`config.mk`:
```
export PLATFORM = sky130hd
export DESIGN_NAME = bist_multichain_seq
export DESIGN_NICKNAME = d
export VERILOG_FILES = /design/src/rtl/bist_pkg.sv /design/src/rtl/bist_counter.sv /design/src/rtl/bist_multichain_seq.sv
export SDC_FILE = /design/constraint.sdc
export NUM_CORES = 1
export LEC_CHECK = 0
export BUFFER_PORTS_ARGS = -buffer_cell sky130_fd_sc_hd__buf_2
export CAP_MARGIN = 20
export CORE_MARGIN = 5
export CORE_UTILIZATION = 52
export CTS_CLUSTER_DIAMETER = 40
export CTS_CLUSTER_SIZE = 24
export DETAILED_ROUTE_END_ITERATION = 10
export PLACE_DENSITY = 0.81
export REMOVE_ABC_BUFFERS = 1
export SETUP_SLACK_MARGIN = 0.3
export SLEW_MARGIN = 20
export SYNTH_ARGS = -nofsm -noshare
export SYNTH_HDL_FRONTEND = slang
export SYNTH_SLANG_ARGS = --single-unit
```
`constraint.sdc`:
```
create_clock -name clk -period 4 [get_ports clk]
set_clock_uncertainty 0.1 [all_clocks]
set_input_delay 0.8 -clock clk [delete_from_list [all_inputs] [get_ports clk]]
set_output_delay 0.8 -clock clk [all_outputs]
set_load 0.1 [all_outputs]
```
`src/rtl/bist_pkg.sv`:
```
// Shared definitions for the multi-chain BIST sequencer: state encodings and
// the counter-width helper used to size the shift and capture counters.
package bist_pkg;

    localparam logic [2:0] ST_IDLE  = 3'd0;
    localparam logic [2:0] ST_RST   = 3'd1;
    localparam logic [2:0] ST_GEN   = 3'd2;
    localparam logic [2:0] ST_SHIFT = 3'd3;
    localparam logic [2:0] ST_CAP   = 3'd4;
    localparam logic [2:0] ST_SIG   = 3'd5;
    localparam logic [2:0] ST_CMP   = 3'd6;
    localparam logic [2:0] ST_DONE  = 3'd7;

    typedef enum logic [2:0] {
        S_IDLE  = ST_IDLE,
        S_RST   = ST_RST,
        S_GEN   = ST_GEN,
        S_SHIFT = ST_SHIFT,
        S_CAP   = ST_CAP,
        S_SIG   = ST_SIG,
        S_CMP   = ST_CMP,
        S_DONE  = ST_DONE
    } state_e;

    // Bits needed to count from 0 up to and including n (never less than 1).
    function automatic int cnt_width(input int n);
        return (n < 1) ? 1 : $clog2(n + 1);
    endfunction

endpackage

```
`src/rtl/bist_counter.sv`:
```
// Up-counter with synchronous clear, enable and a terminal-count flag that
// is high while the count equals last_i. Saturates at all-ones.
module bist_counter #(
    parameter int WIDTH = 4
) (
    input  logic             clk_i,
    input  logic             rst_i,
    input  logic             clr_i,
    input  logic             en_i,
    input  logic [WIDTH-1:0] last_i,
    output logic [WIDTH-1:0] cnt_o,
    output logic             tc_o
);

    localparam logic [WIDTH-1:0] CNT_MAX = {WIDTH{1'b1}};

    logic [WIDTH-1:0] cnt_q;
    logic [WIDTH-1:0] cnt_d;

    // Next count: clear wins over enable; hold once the counter is saturated.
    always_comb begin
        cnt_d = cnt_q;
        if (clr_i) begin
            cnt_d = {WIDTH{1'b0}};
        end else if (en_i && (cnt_q != CNT_MAX)) begin
            cnt_d = cnt_q + WIDTH'(1);
        end else begin
            cnt_d = cnt_q;
        end
    end

    // Count register with asynchronous reset.
    always_ff @(posedge clk_i or posedge rst_i) begin
        if (rst_i) begin
            cnt_q <= {WIDTH{1'b0}};
        end else begin
            cnt_q <= cnt_d;
        end
    end

    assign cnt_o = cnt_q;
    assign tc_o  = (cnt_q == last_i);

endmodule

```
`src/rtl/bist_multichain_seq.sv`:
```
// Multi-chain BIST sequencer: runs a programmable number of
// GEN/SHIFT/CAPTURE/SIG rounds over the enabled scan chains, then compares
// the MISR signature against a golden value. Outputs are Moore-decoded
// from the registered state and the chain mask sampled at start.
module bist_multichain_seq
    import bist_pkg::*;
#(
    parameter int SHIFT_SIZE     = 8,
    parameter int CAPTURE_CYCLES = 1,
    parameter int NUM_CHAINS     = 4,
    parameter int ROUND_W        = 16,
    parameter int SIG_W          = 16
) (
    input  logic                  clk,
    input  logic                  rstIn,
    input  logic                  start,
    input  logic                  abort,
    input  logic [ROUND_W-1:0]    num_rounds,
    input  logic [NUM_CHAINS-1:0] chain_en,
    input  logic [SIG_W-1:0]      misr_sig,
    input  logic [SIG_W-1:0]      golden_sig,
    output logic                  NbarT,
    output logic                  rstOut,
    output logic                  PRPG_En,
    output logic [NUM_CHAINS-1:0] SRSG_En,
    output logic [NUM_CHAINS-1:0] SISA_En,
    output logic                  MISR_En,
    output logic                  busy,
    output logic                  done,
    output logic                  pass,
    output logic [ROUND_W-1:0]    round_cnt
);

    localparam int SHIFT_W = cnt_width(SHIFT_SIZE);
    localparam int CAP_W   = cnt_width(CAPTURE_CYCLES);
    localparam logic [SHIFT_W-1:0] SHIFT_LAST = SHIFT_W'(SHIFT_SIZE - 1);
    localparam logic [CAP_W-1:0]   CAP_LAST   = CAP_W'(CAPTURE_CYCLES - 1);
    localparam logic [ROUND_W-1:0] ROUND_ONE  = ROUND_W'(1);

    state_e                state_q, state_d;
    logic [ROUND_W-1:0]    rounds_q, rounds_d;
    logic [NUM_CHAINS-1:0] mask_q, mask_d;
    logic                  pass_q, pass_d;

    logic sh_clr_s, sh_en_s, sh_tc_s;
    logic cap_clr_s, cap_en_s, cap_tc_s;
    logic rnd_clr_s, rnd_en_s, rnd_tc_s;
    logic [SHIFT_W-1:0] sh_cnt_unused_s;
    logic [CAP_W-1:0]   cap_cnt_unused_s;
    logic [ROUND_W-1:0] rnd_cnt_s;
    logic [ROUND_W-1:0] rnd_last_s;

    // The round counter's terminal value is the last round index of this run.
    assign rnd_last_s = rounds_q - ROUND_ONE;

    bist_counter #(.WIDTH(SHIFT_W)) u_shift_cnt (
        .clk_i (clk),
        .rst_i (rstIn),
        .clr_i (sh_clr_s),
        .en_i  (sh_en_s),
        .last_i(SHIFT_LAST),
        .cnt_o (sh_cnt_unused_s),
        .tc_o  (sh_tc_s)
    );

    bist_counter #(.WIDTH(CAP_W)) u_cap_cnt (
        .clk_i (clk),
        .rst_i (rstIn),
        .clr_i (cap_clr_s),
        .en_i  (cap_en_s),
        .last_i(CAP_LAST),
        .cnt_o (cap_cnt_unused_s),
        .tc_o  (cap_tc_s)
    );

    bist_counter #(.WIDTH(ROUND_W)) u_round_cnt (
        .clk_i (clk),
        .rst_i (rstIn),
        .clr_i (rnd_clr_s),
        .en_i  (rnd_en_s),
        .last_i(rnd_last_s),
        .cnt_o (rnd_cnt_s),
        .tc_o  (rnd_tc_s)
    );

    // State, sampled run configuration and compare result registers.
    always_ff @(posedge clk or posedge rstIn) begin
        if (rstIn) begin
            state_q  <= S_IDLE;
            rounds_q <= {ROUND_W{1'b0}};
            mask_q   <= {NUM_CHAINS{1'b0}};
            pass_q   <= 1'b0;
        end else begin
            state_q  <= state_d;
            rounds_q <= rounds_d;
            mask_q   <= mask_d;
            pass_q   <= pass_d;
        end
    end

    // Next-state logic and counter control; abort overrides everything.
    always_comb begin
        state_d   = state_q;
        rounds_d  = rounds_q;
        mask_d    = mask_q;
        pass_d    = pass_q;
        sh_clr_s  = 1'b0;
        sh_en_s   = 1'b0;
        cap_clr_s = 1'b0;
        cap_en_s  = 1'b0;
        rnd_clr_s = 1'b0;
        rnd_en_s  = 1'b0;
        if (abort && (state_q != S_IDLE)) begin
            state_d = S_IDLE;
            pass_d  = 1'b0;
        end else begin
            case (state_q)
                S_IDLE, S_DONE: begin
                    if (start) begin
                        pass_d = 1'b0;
                        if (chain_en == {NUM_CHAINS{1'b0}}) begin
                            state_d = S_DONE;
                        end else begin
                            rounds_d = (num_rounds == {ROUND_W{1'b0}}) ? ROUND_ONE : num_rounds;
                            mask_d   = chain_en;
                            state_d  = S_RST;
                        end
                    end else begin
                        state_d = state_q;
                    end
                end
                S_RST: begin
                    sh_clr_s  = 1'b1;
                    cap_clr_s = 1'b1;
                    rnd_clr_s = 1'b1;
                    state_d   = S_GEN;
                end
                S_GEN: begin
                    sh_clr_s  = 1'b1;
                    cap_clr_s = 1'b1;
                    state_d   = S_SHIFT;
                end
                S_SHIFT: begin
                    sh_en_s = 1'b1;
                    if (sh_tc_s) begin
                        state_d = S_CAP;
                    end else begin
                        state_d = S_SHIFT;
                    end
                end
                S_CAP: begin
                    cap_en_s = 1'b1;
                    if (cap_tc_s) begin
                        state_d = S_SIG;
                    end else begin
                        state_d = S_CAP;
                    end
                end
                S_SIG: begin
                    rnd_en_s = 1'b1;
                    if (rnd_tc_s) begin
                        state_d = S_CMP;
                    end else begin
                        state_d = S_GEN;
                    end
                end
                S_CMP: begin
                    pass_d  = (misr_sig == golden_sig);
                    state_d = S_DONE;
                end
                default: begin
                    state_d = S_IDLE;
                end
            endcase
        end
    end

    // Moore output decode from the registered state and sampled chain mask.
    always_comb begin
        NbarT   = 1'b0;
        rstOut  = 1'b0;
        PRPG_En = 1'b0;
        SRSG_En = {NUM_CHAINS{1'b0}};
        SISA_En = {NUM_CHAINS{1'b0}};
        MISR_En = 1'b0;
        busy    = 1'b1;
        done    = 1'b0;
        case (state_q)
            S_IDLE: begin
                busy = 1'b0;
            end
            S_RST: begin
                rstOut = 1'b1;
                NbarT  = 1'b1;
            end
            S_GEN: begin
                PRPG_En = 1'b1;
            end
            S_SHIFT: begin
                NbarT   = 1'b1;
                SRSG_En = mask_q;
                SISA_En = mask_q;
            end
            S_CAP: begin
                NbarT = 1'b0;
            end
            S_SIG: begin
                MISR_En = 1'b1;
            end
            S_CMP: begin
                busy = 1'b1;
            end
            S_DONE: begin
                busy = 1'b0;
                done = 1'b1;
            end
            default: begin
                busy = 1'b0;
            end
        endcase
    end

    assign pass      = pass_q;
    assign round_cnt = rnd_cnt_s;

endmodule

```
==> flow_summary.json <==
{
  "postSynthCellCount": 331,
  "synth-edff-count": 0,
  "ant_nets": 0,
  "drt-wirelength-per-cell_um": 15.8,
  "cp_num_buf_inv": 2,
  "wl_met1_um": 3160,
  "period_share_pct": 72.8,
  "n_fill_cell": 508,
  "path_cells": "and3_1, or2_2, inv_2, buf_2",
  "power_density_mw_per_mm2": 645,
  "clk_pin_slew_ns": 0.08,
  "layout_common_cells": "buf_2 (86), dfrtp_1 (45), nor2_1 (31), xnor2_1 (29), xor2_1 (20)",
  "n_antenna_cell": 0,
  "crit_slowest_cell": "dfrtp_1",
  "whs_path_depth": 1,
  "status": "finished, final reports clean",
  "critPathMaxFanout": 21,
  "yosys_warnings": 0,
  "grt_max_degree": 46,
  "finalNonFillerCells": 481,
  "top_layer_used": "met4",
  "track_usage_pct": 20.8,
  "vdd_drop_max_mv": 0.472,
  "reg2reg_from": "state_q[2]",
  "initial_core_util_pct": 52.6,
  "clockBufferDepth": 2,
  "core-area_mm2": 0.00585,
  "min_from": "mask_q[0]",
  "vias_per_cell": 5.67,
  "critPathRequiredTime_ns": 3.10,
  "insertion_delay_ns": 0.31,
  "route.met2.wl_um": 3860,
  "drive_gt1_share_pct": 27.6,
  "cp-end-kind": "primary output",
  "wl_met3_um": 507,
  "wl_um": 7610,
  "die-area_mm2": 0.00756,
  "cp_slowest_stage_delay_ns": 0.58,
  "layout_commonest_cell": "buf_2",
  "antenna_found_initial": 0,
  "ioPinCount": 87,
  "ys_async_sr_fraction_pct": 100,
  "clockRootBuffer": "clkbuf_8",
  "setup_violations": 0,
  "hold_viol": 0,
  "cts_resized": 0,
  "critical_path_cell_count": 4,
  "cts_hold_buf": 0,
  "path_class": "register to primary output",
  "grt_first_pass_wirelength_um": 12400,
  "routabilityCongestion": 0.841,
  "worstPathArrival_ns": 2.01,
  "fmax_mhz": 344,
  "synth_ff_type": "dfrtp_1",
  "place.port_buffers": 86,
  "gr-total-overflow": 0,
  "drtIter0Drc": 177,
  "nets": 464,
  "numCtsBuffers": 5,
  "die_w_um": 86.9,
  "drcViolationCount": 0,
  "yosysSeqAreaShare_pct": 36.6,
  "drtPass1Iterations": 4,
  "netlist_area_mm2": 0.00308,
  "tritoncts": "built",
  "hpwl_um": 5760,
  "synth.avg_cell_area_um2": 9.30,
  "dieHeight_um": 86.9,
  "min_path_type": "register to register",
  "start_kind": "register",
  "cpLargestDelayFamily": "simple AND/OR/NAND/NOR gates",
  "cap_viol_max_count": 0,
  "post_cts_buffers": 0,
  "relSlewSlack_pct": 54.7,
  "r2r_cells": 6,
  "grt_setup_unrepaired": "no",
  "vias": 2728,
  "cts_max_level": 2,
  "row_count": 28,
  "layout_min_cycle_time_ns": 2.91,
  "dp.cells": 473,
  "power.leakage_nw": 1.69,
  "grt_pass1_vias": 2676,
  "cts_sinks": 45,
  "synth-seq-cells": 45,
  "startpoint": "state_q[2]",
  "syn_to_final_growth_pct": 17.6,
  "fin_setup_tns_ns": 0,
  "synth.distinct_cells": 58,
  "worst_pin_slew_ns": 0.663,
  "drv_slew": 0
}
## worst paths after layout
check	slack [ns]	endpoint
worst max-delay path	1.09	busy
worst min-delay path	0.41	mask_q[0]
worst max register to register	1.36	rounds_q[6]
worst min register to register	0.41	mask_q[0]
max in group asynchronous	2.87	u_round_cnt.cnt_o[4]
min in group asynchronous	0.53	mask_q[1]
## cell usage after synthesis, types with 2 or more instances
library cell / n / area [um2]
nand3b_1: 3 / 22.5
or3_1: 4 / 25.0
buf_4: 4 / 30.0
inv_1: 10 / 37.5
nor4b_1: 2 / 17.5
ha_1: 3 / 37.5
nand3_1: 11 / 55.1
a2111oi_0: 2 / 17.5
or4_1: 2 / 15.0
and2_1: 7 / 43.8
clkbuf_1: 10 / 37.5
nor2_1: 31 / 116
and3_1: 4 / 25.0
nor2b_1: 3 / 18.8
mux2_4: 7 / 105
o21ai_0: 10 / 50.1
nand4_1: 9 / 56.3
nor4_1: 10 / 62.6
nand2_1: 18 / 67.6
buf_2: 4 / 20.0
nor3b_1: 3 / 22.5
nor3_1: 10 / 50.1
nand4b_1: 2 / 17.5
a21o_1: 3 / 22.5
mux2_2: 2 / 22.5
xor2_1: 20 / 175
nand2b_1: 4 / 25.0
a31oi_1: 2 / 12.5
xnor2_1: 29 / 254
dfrtp_1: 45 / 1130
a22o_1: 13 / 114
a21oi_1: 12 / 60.1
buf_6: 2 / 22.5
mux2i_1: 6 / 60.1
## cell type report
| type | instances | area, um2 | area share (%) |
|---|---|---|---|
| clock buffers | 7 | 86.3 | 2.39 |
| clock inverters | 1 | 30.0 | 0.830 |
| inverters | 11 | 41.3 | 1.14 |
| multi-input cells | 254 | 1800 | 49.6 |
| flip-flops and latches | 45 | 1130 | 31.1 |
| well taps | 75 | 93.8 | 2.59 |
| repair buffers | 88 | 445 | 12.3 |
## registers in the layout, indices dropped and copies added (netlist names)
| name | count |
|---|---|
| mask_q | 4 |
| pass | 1 |
| rounds_q | 16 |
| state_q | 3 |
| u_cap_cnt.cnt_o | 1 |
| u_round_cnt.cnt_o | 16 |
| u_shift_cnt.cnt_o | 4 |
## power by group
group / switching, W / internal (W) / leakage, nW / total, W
combinational: 0.000733 / 0.000427 / 1.05 / 0.00116
clock: 0.000154 / 0.000204 / 0.0585 / 0.000358
sequential: 0.000233 / 0.000585 / 0.586 / 0.000818
total: 0.00112 / 0.00122 / 1.69 / 0.00234
## layer usage
layer | GRT usage, % | vias to the layer above
met4 | 5.95 | 0
met3 | 5.87 | 6
met5 | 0 | -
li1 | - | 1334
met1 | 25.5 | 1307
met2 | 35.4 | 81
## logic make-up after synthesis
logic type	share of synthesized area, %
simple gates	23.5
compound gates	13.5
xor+xnor	13.9
flops	36.6
buf+inv	5.04
mux	6.10
fa+ha+maj	1.22
## worst register-to-register path, delay by kind of cell, from the launching register on
kind,cells,cell delay (ns)
flip-flops,1,0.69
AO/OA/AOI/OAI,2,0.65
AND/OR/NAND/NOR,3,1.09
buffers and inverters,1,0.05
## stage by stage
| stage | setup WS, ns | instance area [um2] | total power [W] | hold WS, ns | util [%] |
|---|---|---|---|---|---|
| global route | 1.01 | 3620 | 0.00249 | 0.438 | 61.8 |
| global placement | 1.45 | 3500 | 0.00194 | 0.388 | 59.9 |
| finish | 1.09 | 3620 | 0.00234 | 0.411 | 61.8 |
| detailed placement | 1.39 | 3500 | 0.00198 | 0.400 | 59.9 |
| CTS | 1.11 | 3620 | 0.00234 | 0.418 | 61.8 |
| floorplan | 0.273 | 2960 | 0.00172 | 0.372 | - |
No activity file was read; power rests on OpenSTA's default activity.
